**src/rtl/cm3_reset_ctrl.sv**
```systemverilog
// CM3 reset and power-up sequencer: PLL-lock gated PORESETn/CPURESETn ordering, SYSRESETREQ handling,
// debug power-up handshake and reset-cause capture. Optional lockup reset under CM3_RSTCTRL_LOCKUP_EN.
module cm3_reset_ctrl #(
    parameter int unsigned POR_CYCLES    = 245,
    parameter int unsigned CPU_DELAY     = 10,
    parameter int unsigned SYSRST_CYCLES = 16,
    parameter int unsigned PWRUP_DELAY   = 4
) (
    input  logic       CLK,
    input  logic       RESETn,
    input  logic       PLL_LOCKED,
    input  logic       SYSRESETREQ,
`ifdef CM3_RSTCTRL_LOCKUP_EN
    input  logic       LOCKUP,
`endif
    input  logic       CDBGPWRUPREQ,
    output logic       CDBGPWRUPACK,
    output logic       PORESETn,
    output logic       CPURESETn,
    output logic [3:0] RST_CAUSE,
    output logic       BUSY
);

    localparam int unsigned MAX_A   = (POR_CYCLES > CPU_DELAY) ? POR_CYCLES : CPU_DELAY;
    localparam int unsigned CNT_MAX = (MAX_A > SYSRST_CYCLES) ? MAX_A : SYSRST_CYCLES;
    localparam int unsigned CW      = $clog2(CNT_MAX + 1);
    localparam int unsigned PW      = $clog2(PWRUP_DELAY + 1);

    localparam logic [3:0] CAUSE_PIN    = 4'b0001;
    localparam logic [3:0] CAUSE_PLL    = 4'b0010;
    localparam logic [3:0] CAUSE_SYSREQ = 4'b0100;
    localparam logic [3:0] CAUSE_LOCKUP = 4'b1000;

    typedef enum logic [2:0] {
        ST_WAIT_LOCK,
        ST_POR_HOLD,
        ST_CPU_HOLD,
        ST_RUN,
        ST_SYS_RST
    } state_t;

    state_t          state_q, state_d;
    logic [CW-1:0]   cnt_q, cnt_d;
    logic [3:0]      cause_q, cause_d;
    logic            sync1_q, lock_s_q;
    logic            por_q, por_d, cpu_q, cpu_d, busy_q, busy_d;
    logic [PW-1:0]   pcnt_q, pcnt_d;
    logic            ack_q, ack_d;
    logic            lk_hit;

    // PLL_LOCKED is asynchronous to CLK
    always_ff @(posedge CLK) begin
        if (!RESETn) begin
            sync1_q  <= 1'b0;
            lock_s_q <= 1'b0;
        end else begin
            sync1_q  <= PLL_LOCKED;
            lock_s_q <= sync1_q;
        end
    end

`ifdef CM3_RSTCTRL_LOCKUP_EN
    logic [9:0] lk_cnt_q, lk_cnt_d;

    assign lk_hit = LOCKUP && (lk_cnt_q == 10'h3FF);

    always_comb begin
        lk_cnt_d = '0;
        if ((state_q == ST_RUN) && (state_d == ST_RUN) && LOCKUP) begin
            lk_cnt_d = lk_cnt_q + 10'd1;
        end
    end

    always_ff @(posedge CLK) begin
        if (!RESETn) lk_cnt_q <= '0;
        else         lk_cnt_q <= lk_cnt_d;
    end
`else
    assign lk_hit = 1'b0;
`endif

    always_ff @(posedge CLK) begin
        if (!RESETn) begin
            state_q <= ST_WAIT_LOCK;
            cnt_q   <= '0;
            cause_q <= CAUSE_PIN;
        end else begin
            state_q <= state_d;
            cnt_q   <= cnt_d;
            cause_q <= cause_d;
        end
    end

    // Lock loss overrides every other transition
    always_comb begin
        state_d = state_q;
        cnt_d   = cnt_q;
        cause_d = cause_q;
        if ((state_q != ST_WAIT_LOCK) && !lock_s_q) begin
            state_d = ST_WAIT_LOCK;
            cnt_d   = '0;
            cause_d = CAUSE_PLL;
        end else begin
            case (state_q)
                ST_WAIT_LOCK: begin
                    if (lock_s_q) begin
                        state_d = ST_POR_HOLD;
                        cnt_d   = CW'(POR_CYCLES - 1);
                    end
                end
                ST_POR_HOLD: begin
                    if (cnt_q == '0) begin
                        state_d = ST_CPU_HOLD;
                        cnt_d   = CW'(CPU_DELAY - 1);
                    end else begin
                        cnt_d = cnt_q - CW'(1);
                    end
                end
                ST_CPU_HOLD: begin
                    if (cnt_q == '0) state_d = ST_RUN;
                    else             cnt_d   = cnt_q - CW'(1);
                end
                ST_RUN: begin
                    if (SYSRESETREQ) begin
                        state_d = ST_SYS_RST;
                        cnt_d   = CW'(SYSRST_CYCLES - 1);
                        cause_d = CAUSE_SYSREQ;
                    end else if (lk_hit) begin
                        state_d = ST_SYS_RST;
                        cnt_d   = CW'(SYSRST_CYCLES - 1);
                        cause_d = CAUSE_LOCKUP;
                    end
                end
                ST_SYS_RST: begin
                    if (cnt_q != '0)       cnt_d   = cnt_q - CW'(1);
                    else if (!SYSRESETREQ) state_d = ST_RUN;
                end
                default: state_d = ST_WAIT_LOCK;
            endcase
        end
    end

    // Output decode from next state so the registered outputs track the state register
    always_comb begin
        por_d  = 1'b1;
        cpu_d  = 1'b0;
        busy_d = 1'b1;
        case (state_d)
            ST_WAIT_LOCK, ST_POR_HOLD: por_d = 1'b0;
            ST_RUN: begin
                cpu_d  = 1'b1;
                busy_d = 1'b0;
            end
            default: ;
        endcase
    end

    always_ff @(posedge CLK) begin
        if (!RESETn) begin
            por_q  <= 1'b0;
            cpu_q  <= 1'b0;
            busy_q <= 1'b1;
        end else begin
            por_q  <= por_d;
            cpu_q  <= cpu_d;
            busy_q <= busy_d;
        end
    end

    // Debug power-up: request counts only once PORESETn is already high; power-on reset clears it
    always_comb begin
        pcnt_d = '0;
        ack_d  = 1'b0;
        if (por_d && por_q && CDBGPWRUPREQ) begin
            ack_d  = ack_q || (pcnt_q == PW'(PWRUP_DELAY - 1));
            pcnt_d = ack_d ? pcnt_q : pcnt_q + PW'(1);
        end
    end

    always_ff @(posedge CLK) begin
        if (!RESETn) begin
            pcnt_q <= '0;
            ack_q  <= 1'b0;
        end else begin
            pcnt_q <= pcnt_d;
            ack_q  <= ack_d;
        end
    end

    assign PORESETn     = por_q;
    assign CPURESETn    = cpu_q;
    assign BUSY         = busy_q;
    assign CDBGPWRUPACK = ack_q;
    assign RST_CAUSE    = cause_q;

endmodule

```
**config.mk**
```make
export PLATFORM = sky130hd
export DESIGN_NAME = cm3_reset_ctrl
export DESIGN_NICKNAME = d
export VERILOG_FILES = /design/src/rtl/cm3_reset_ctrl.sv
export SDC_FILE = /design/constraint.sdc
export NUM_CORES = 1
export LEC_CHECK = 0
export BUFFER_PORTS_ARGS = -buffer_cell sky130_fd_sc_hd__buf_2
export CORE_ASPECT_RATIO = 0.8
export CORE_UTILIZATION = 25
export CTS_CLUSTER_DIAMETER = 100
export DETAILED_ROUTE_END_ITERATION = 6
export PLACE_DENSITY = 0.53
export SKIP_CTS_REPAIR_TIMING = 1
export SYNTH_ARGS = -nofsm -noshare
export SYNTH_HDL_FRONTEND = slang
export SYNTH_SLANG_ARGS = --single-unit
```
**constraint.sdc**
```tcl
create_clock -name CLK -period 1.75 [get_ports CLK]
set_input_delay 0.175 -clock CLK [delete_from_list [all_inputs] [get_ports CLK]]
set_output_delay 0.175 -clock CLK [all_outputs]
set_load 0.01 [all_outputs]
```
## Word level (Yosys, flattened, before mapping)

Index checks and enable logic that the tools add are counted.

- Shift operators: 0
- Muxes and demuxes: 20
- Magnitude comparators: 0
- Bitwise logic cells: 1
- $mul: 0
- Reductions and logical operators: 19
- Div/mod/pow operators: 0
- Add/subtract/negate cells: 2
- Equal/unequal tests: 11

Operators by type and width:

| kind | number |
|---|---|
| $mux W8 | 5 |
| $pmux W8 S5 | 1 |
| $mux W3 | 7 |
| $pmux W3 S5 | 1 |
| $eq A3 B2 Y1 const B | 4 |
| $logic_not A8 Y1 | 1 |
| $ne A2 B2 Y1 const B | 4 |
| $reduce_bool A8 Y1 | 1 |
| $sub A8 B1 Y8 const B | 1 |
| $eq A3 B1 Y1 const B | 2 |
| $logic_not A3 Y1 | 2 |
| $mux W2 | 3 |
| $reduce_and A2 Y1 | 3 |
| $reduce_and A5 Y1 | 1 |
| $reduce_bool A5 Y1 | 1 |
| $reduce_bool A2 Y1 | 2 |
| $reduce_or A2 Y1 | 2 |
| $add A3 B1 Y3 const B | 1 |
| $eq A3 B3 Y1 const B | 1 |
| $logic_and A1 B1 Y1 | 3 |
| $mux W1 | 3 |
| $reduce_bool A3 Y1 | 1 |
| $logic_not A1 Y1 | 1 |
| $logic_or A1 B1 Y1 | 1 |
| $not A1 Y1 | 1 |

- Output and inout bits: 8
- ROM bits: 0
- Input port bits: 5
- Register bits after elaboration: 23
- Bits in latches: 0
- Word-level logic and storage cells: 64
- RAM bits: 0
- Memories: 0

## Logic depth before layout (Yosys ltp)

- Word-level depth: 10
- Gate-level depth with buffers: 7
- Gate-level depth less buffers: 6

## Worst setup path before layout

OpenSTA, ideal clock, no wires.

- Path kind: flip-flop to flip-flop
- From: reg cnt_q[0]
- To: reg cnt_q[4]
- Data required time: 1.646 ns
- Clock period less this slack: 1.835 ns
- Stages on the path, launching flop included: 8
- Buffers on the path: 1
- Setup time: 0.104 ns
- Slack: -0.085 ns
- Data arrival time: 1.731 ns
- Path through: dfxtp_1 > inv_1 > ha_1 > nor3b_1 > buf_2 > a211oi_1 > o21ai_0 > a2111oi_2

- Word-level cells in the longest chain between the ends: 3
- Elaborated cells on any way between the ends: 10
- Classes of those cells: add/sub (1); eq/ne (2); mux (4); reduce/logical (3)

RTL lines:

| item | RTL line | source |
|---|---|---|
| start: declaration | 43 | `logic [CW-1:0] cnt_q, cnt_d;` |
| start signal: assignment | 89 | `cnt_q <= cnt_d;` |
| $sub A8 B1 Y8, or another cell as far along | 116, 121, 135 |  |
| $mux W8, or another cell as far along | 135 | `if (cnt_q != '0) cnt_d = cnt_q - CW'(1);` |
| $pmux W8 S5 or $reduce_and A5 Y1 (tied branches) | n/a |  |

Several ways; a longest one is shown, not always the timed one. The select of a mux whose other input is x is not followed.
A chain may end at the register's enable or synchronous reset.

## Worst setup path after layout

- From: reg cnt_q[0]
- To: reg cnt_q[7]

Same word-level chain as after synthesis.

==> run summary <==
The slack of the critical path came out at 0.0429 ns. The basic-gate share of the synthesized area counting and, or, nand and nor cells came out at 0.238. The maximum clock path buffer count is 2. The power density normalized to cell area came out at 1660 nW/um^2. Of the post-synthesis cell area, the dominant cell type holds 0.327. The detailed-routing iteration count for the pre-antenna-repair pass is 4. The class of the tightest hold or removal check is in2reg. The mean post-synth cell area came out at 8.32 sq um. The starting density of the core is 0.259.

The final design instance area without fill came out at 1960 sq um. The classification of the worst setup path is reg2reg. The analysis attributes to cell leakage a power of 0.732 nW. The area growth from synthesis to layout is 39.1%.

The post-layout minimum cycle time is 1.71 ns. Across all register-to-register paths, the minimum setup slack is 0.04 ns. The longest individual stage delay on the worst path is 0.33 ns. Based on the critical path, the design can be clocked at up to 586 MHz. The cell count after synthesis came out at 169. The proportion of register bits with asynchronous set or reset after synthesis came out at 0. The number of hold violations in the final report was 0. Counting flops and latches in the post-synthesis netlist gives 23. In the post-synthesis netlist, the biggest area contributors are sky130_fd_sc_hd__dfxtp_1, sky130_fd_sc_hd__a21oi_1, sky130_fd_sc_hd__o21ai_0, sky130_fd_sc_hd__nand3_1, sky130_fd_sc_hd__a2111oi_2.

The worst path buffer plus inverter count came out at 2. For this run, the leading register cell type out of synthesis is sky130_fd_sc_hd__dfxtp_1. The cell with the most instances after synthesis is sky130_fd_sc_hd__dfxtp_1. The height of the chip came out at 69.1 um. The post-synth net total is 177.

The max capacitance violation total is 0. Timing analysis after detailed placement gives a worst setup slack of -0.108 ns. TritonCTS built the clock tree. By area, the combinational part of the netlist is dominated by compound AO/OA/AOI/OAI gates.

The horizontal die dimension came out at 85.9 um. The startpoint identified for the worst hold timing path is PLL_LOCKED. The standard-cell row count is 24. Setup repair after global routing could not meet its margin everywhere. The number of global-route vias before repair came to 1280. The filler cell count came out at 580. The post-synthesis xor/xnor area fraction is 0.0249. The worst register-to-register path has a depth of 7. The depth of the worst hold-timing path is 2. The total wire length after detailed routing came out at 3.85 mm. The count of input and output buffers came out at 11. The warning count from the yosys run is 0.

The instance area after placement came out at 1730 sq um. The launching element type of the critical path is a register. sky130_fd_sc_hd__dfxtp_1 takes more of the synthesized area than any other cell. The startpoint identified for the worst register-to-register timing path is cnt_q[0]. The global-route usage over all layers is 0.128. The insertion delay to the later sink of the worst-skew pair came out at 0.27 ns.

The deepest level of the CTS H-tree came out at 1. The clock skew is 0.00920 ns. The clock-pin transition on the worst setup and hold timing paths came out at 0.09 ns. The flow ran to the end, and the final reports show no timing, DRC or antenna violations. The pin count of the biggest net entering global routing came out at 13. The post-route clock period utilization came out at 0.976. 0 antenna diodes ended up in the layout. The cell sitting at the root of the clock tree is a sky130_fd_sc_hd__clkbuf_8. Clock tree synthesis found a total of 23 sinks. Detailed routing inserted a total of 1381 vias. The synthesized netlist occupies a cell area of 1410 sq um. Of the cells placed in the final design, the portion with a size suffix greater than 1 is 0.382. In the final layout, the multi-input gates occupy 980 sq um. The worst-path cell with the longest stage delay is sky130_fd_sc_hd__dfxtp_2. The count of placed standard cells including taps came out at 278. The commonest cells after synthesis are sky130_fd_sc_hd__dfxtp_1, sky130_fd_sc_hd__a21oi_1, sky130_fd_sc_hd__nand2_1, sky130_fd_sc_hd__o21ai_0. The wire length of the first global-routing pass is 6.15 mm. The worst vdd rail ir drop came out at 0.655 mV. For the worst setup path, the data required time is 1.92 ns. The final count of pins violating max slew is 0.

The design draws 3.24 mW. Walking the worst path, the cells encountered are inv_2, ha_4, nor3b_4, buf_6, a22oi_2, o211a_4, a2111oi_4. Summing all flip-flop and latch instances after layout gives 465 sq um. The total congestion overflow is 0. The core region area came out at 5440 sq um. The final net count is 216. The portion of the post-synthesis area used by sequential elements came out at 0.327. The maximum fanout along the worst path is 5. The worst setup path is captured at a register. The detail-routed via count per cell is 4.85.

The number of DRC markers in iteration 0 came out at 72. The number of distinct standard cells referenced by the synthesized netlist came out at 51. The multiplexer share of the synthesized area came out at 0. The full die area is 5930 sq um. The initial antenna violation count is 0. The adder-cell share of the synthesized area is 0.0338. The family with the most delay on the worst path is compound AO/OA/AOI/OAI gates. Yosys mapped a number of flops with a built-in enable equal to 0. In this run the critical register-to-register path is captured at cnt_q[7]. The boundary pin count came out at 13. After detailed routing, the average wire length per cell comes to 13.5 um. Setup violations remaining at the end of the flow were counted as 0. In the routed design, unresolved DRC markers number 0. After the flow finishes, the layout carries non-filler instances totaling 285. The post-detailed-placement half-perimeter wirelength came out at 2.75 mm. The arrival time at the worst endpoint came out at 1.88 ns. The path with the worst hold slack has its endpoint at sync1_q. The CTS buffer count is 3. The congestion estimate from routability-driven global placement came to 0.865.

In this run the remaining antenna-violating nets after routing total 0. The complex-gate fraction of the synthesized area came to 0.302.
-- layout by cell type, fill, tap and decap left out, drive strengths merged, types with 5 or more instances in the layout --
cell and count:
buf 46, dfxtp 23, a21oi 14, o21ai 12, nand2 11, nand3 9
nor2 9, inv 8, nor3 7, a211oi 5
-- logic make-up (layout without fill, tap and decap cells) --
| family | Yosys count | after routing |
|---|---|---|
| fa+ha+maj | 4 | 4 |
| buf+inv | 20 | 58 |
| compound gates | 57 | 57 |
| xor+xnor | 4 | 4 |
| simple gates | 60 | 60 |
| other cells | 1 | 1 |
| flops | 23 | 23 |
-- state kept, by name, summed over array words and instances, names as in the netlist --
register	count
cnt_q	8
RST_CAUSE	3
pcnt_q	3
state_q	3
BUSY	1
CDBGPWRUPACK	1
CPURESETn	1
PORESETn	1
lock_s_q	1
sync1_q	1
-- power breakdown --
group	total, mW	internal (mW)	switching [mW]
clock	0.347	0.163	0.184
sequential	0.759	0.629	0.131
combinational	2.14	1.03	1.11
total	3.24	1.82	1.42
-- how the worst max path moves through the flow --
stage | start | endpoint | slack [ns] | cells after the start
after floorplan | cnt_q[0] | cnt_q[4] | 0.003 | 7
after global placement | cnt_q[0] | cnt_q[6] | -0.07 | 6
after detailed placement | cnt_q[0] | cnt_q[7] | -0.11 | 7
after CTS | cnt_q[0] | cnt_q[7] | -0.13 | 7
after global routing | cnt_q[0] | cnt_q[6] | -0.02 | 6
final | cnt_q[0] | cnt_q[7] | 0.04 | 7
-- per-layer routing --
layer | track usage | share of wire | routed length (um) | up-vias
li1 | - | - | - | 704
met1 | 0.196 | 0.49 | 1880 | 640
met2 | 0.188 | 0.45 | 1740 | 33
met3 | 0.0251 | 0.056 | 214 | 4
met4 | 0.0167 | 0.0049 | 19 | 0
met5 | 0 | 0 | 0 | -
-- cell type report --
type / instances / share of cell area
Clock buffer: 4 / 0.0230
Sequential cell: 23 / 0.238
Multi-Input combinational cell: 126 / 0.501
Inverter: 8 / 0.0154
Tap cell: 78 / 0.0499
Timing Repair Buffer: 46 / 0.173
-- stage by stage --
| stage | hold slack, ns | TNS, ns | util |
|---|---|---|---|
| 6_report | 0.106 | 0 | 0.360 |
| 4_1_cts | 0.105 | -0.473 | 0.327 |
| 3_5_place_dp | 0.387 | -0.319 | 0.319 |
| 3_3_place_gp | 0.389 | -0.198 | 0.319 |
| 2_1_floorplan | 0.302 | 0 | - |
| 5_1_grt | 0.0973 | -0.0494 | 0.360 |
(Power assumes the default switching activity.)
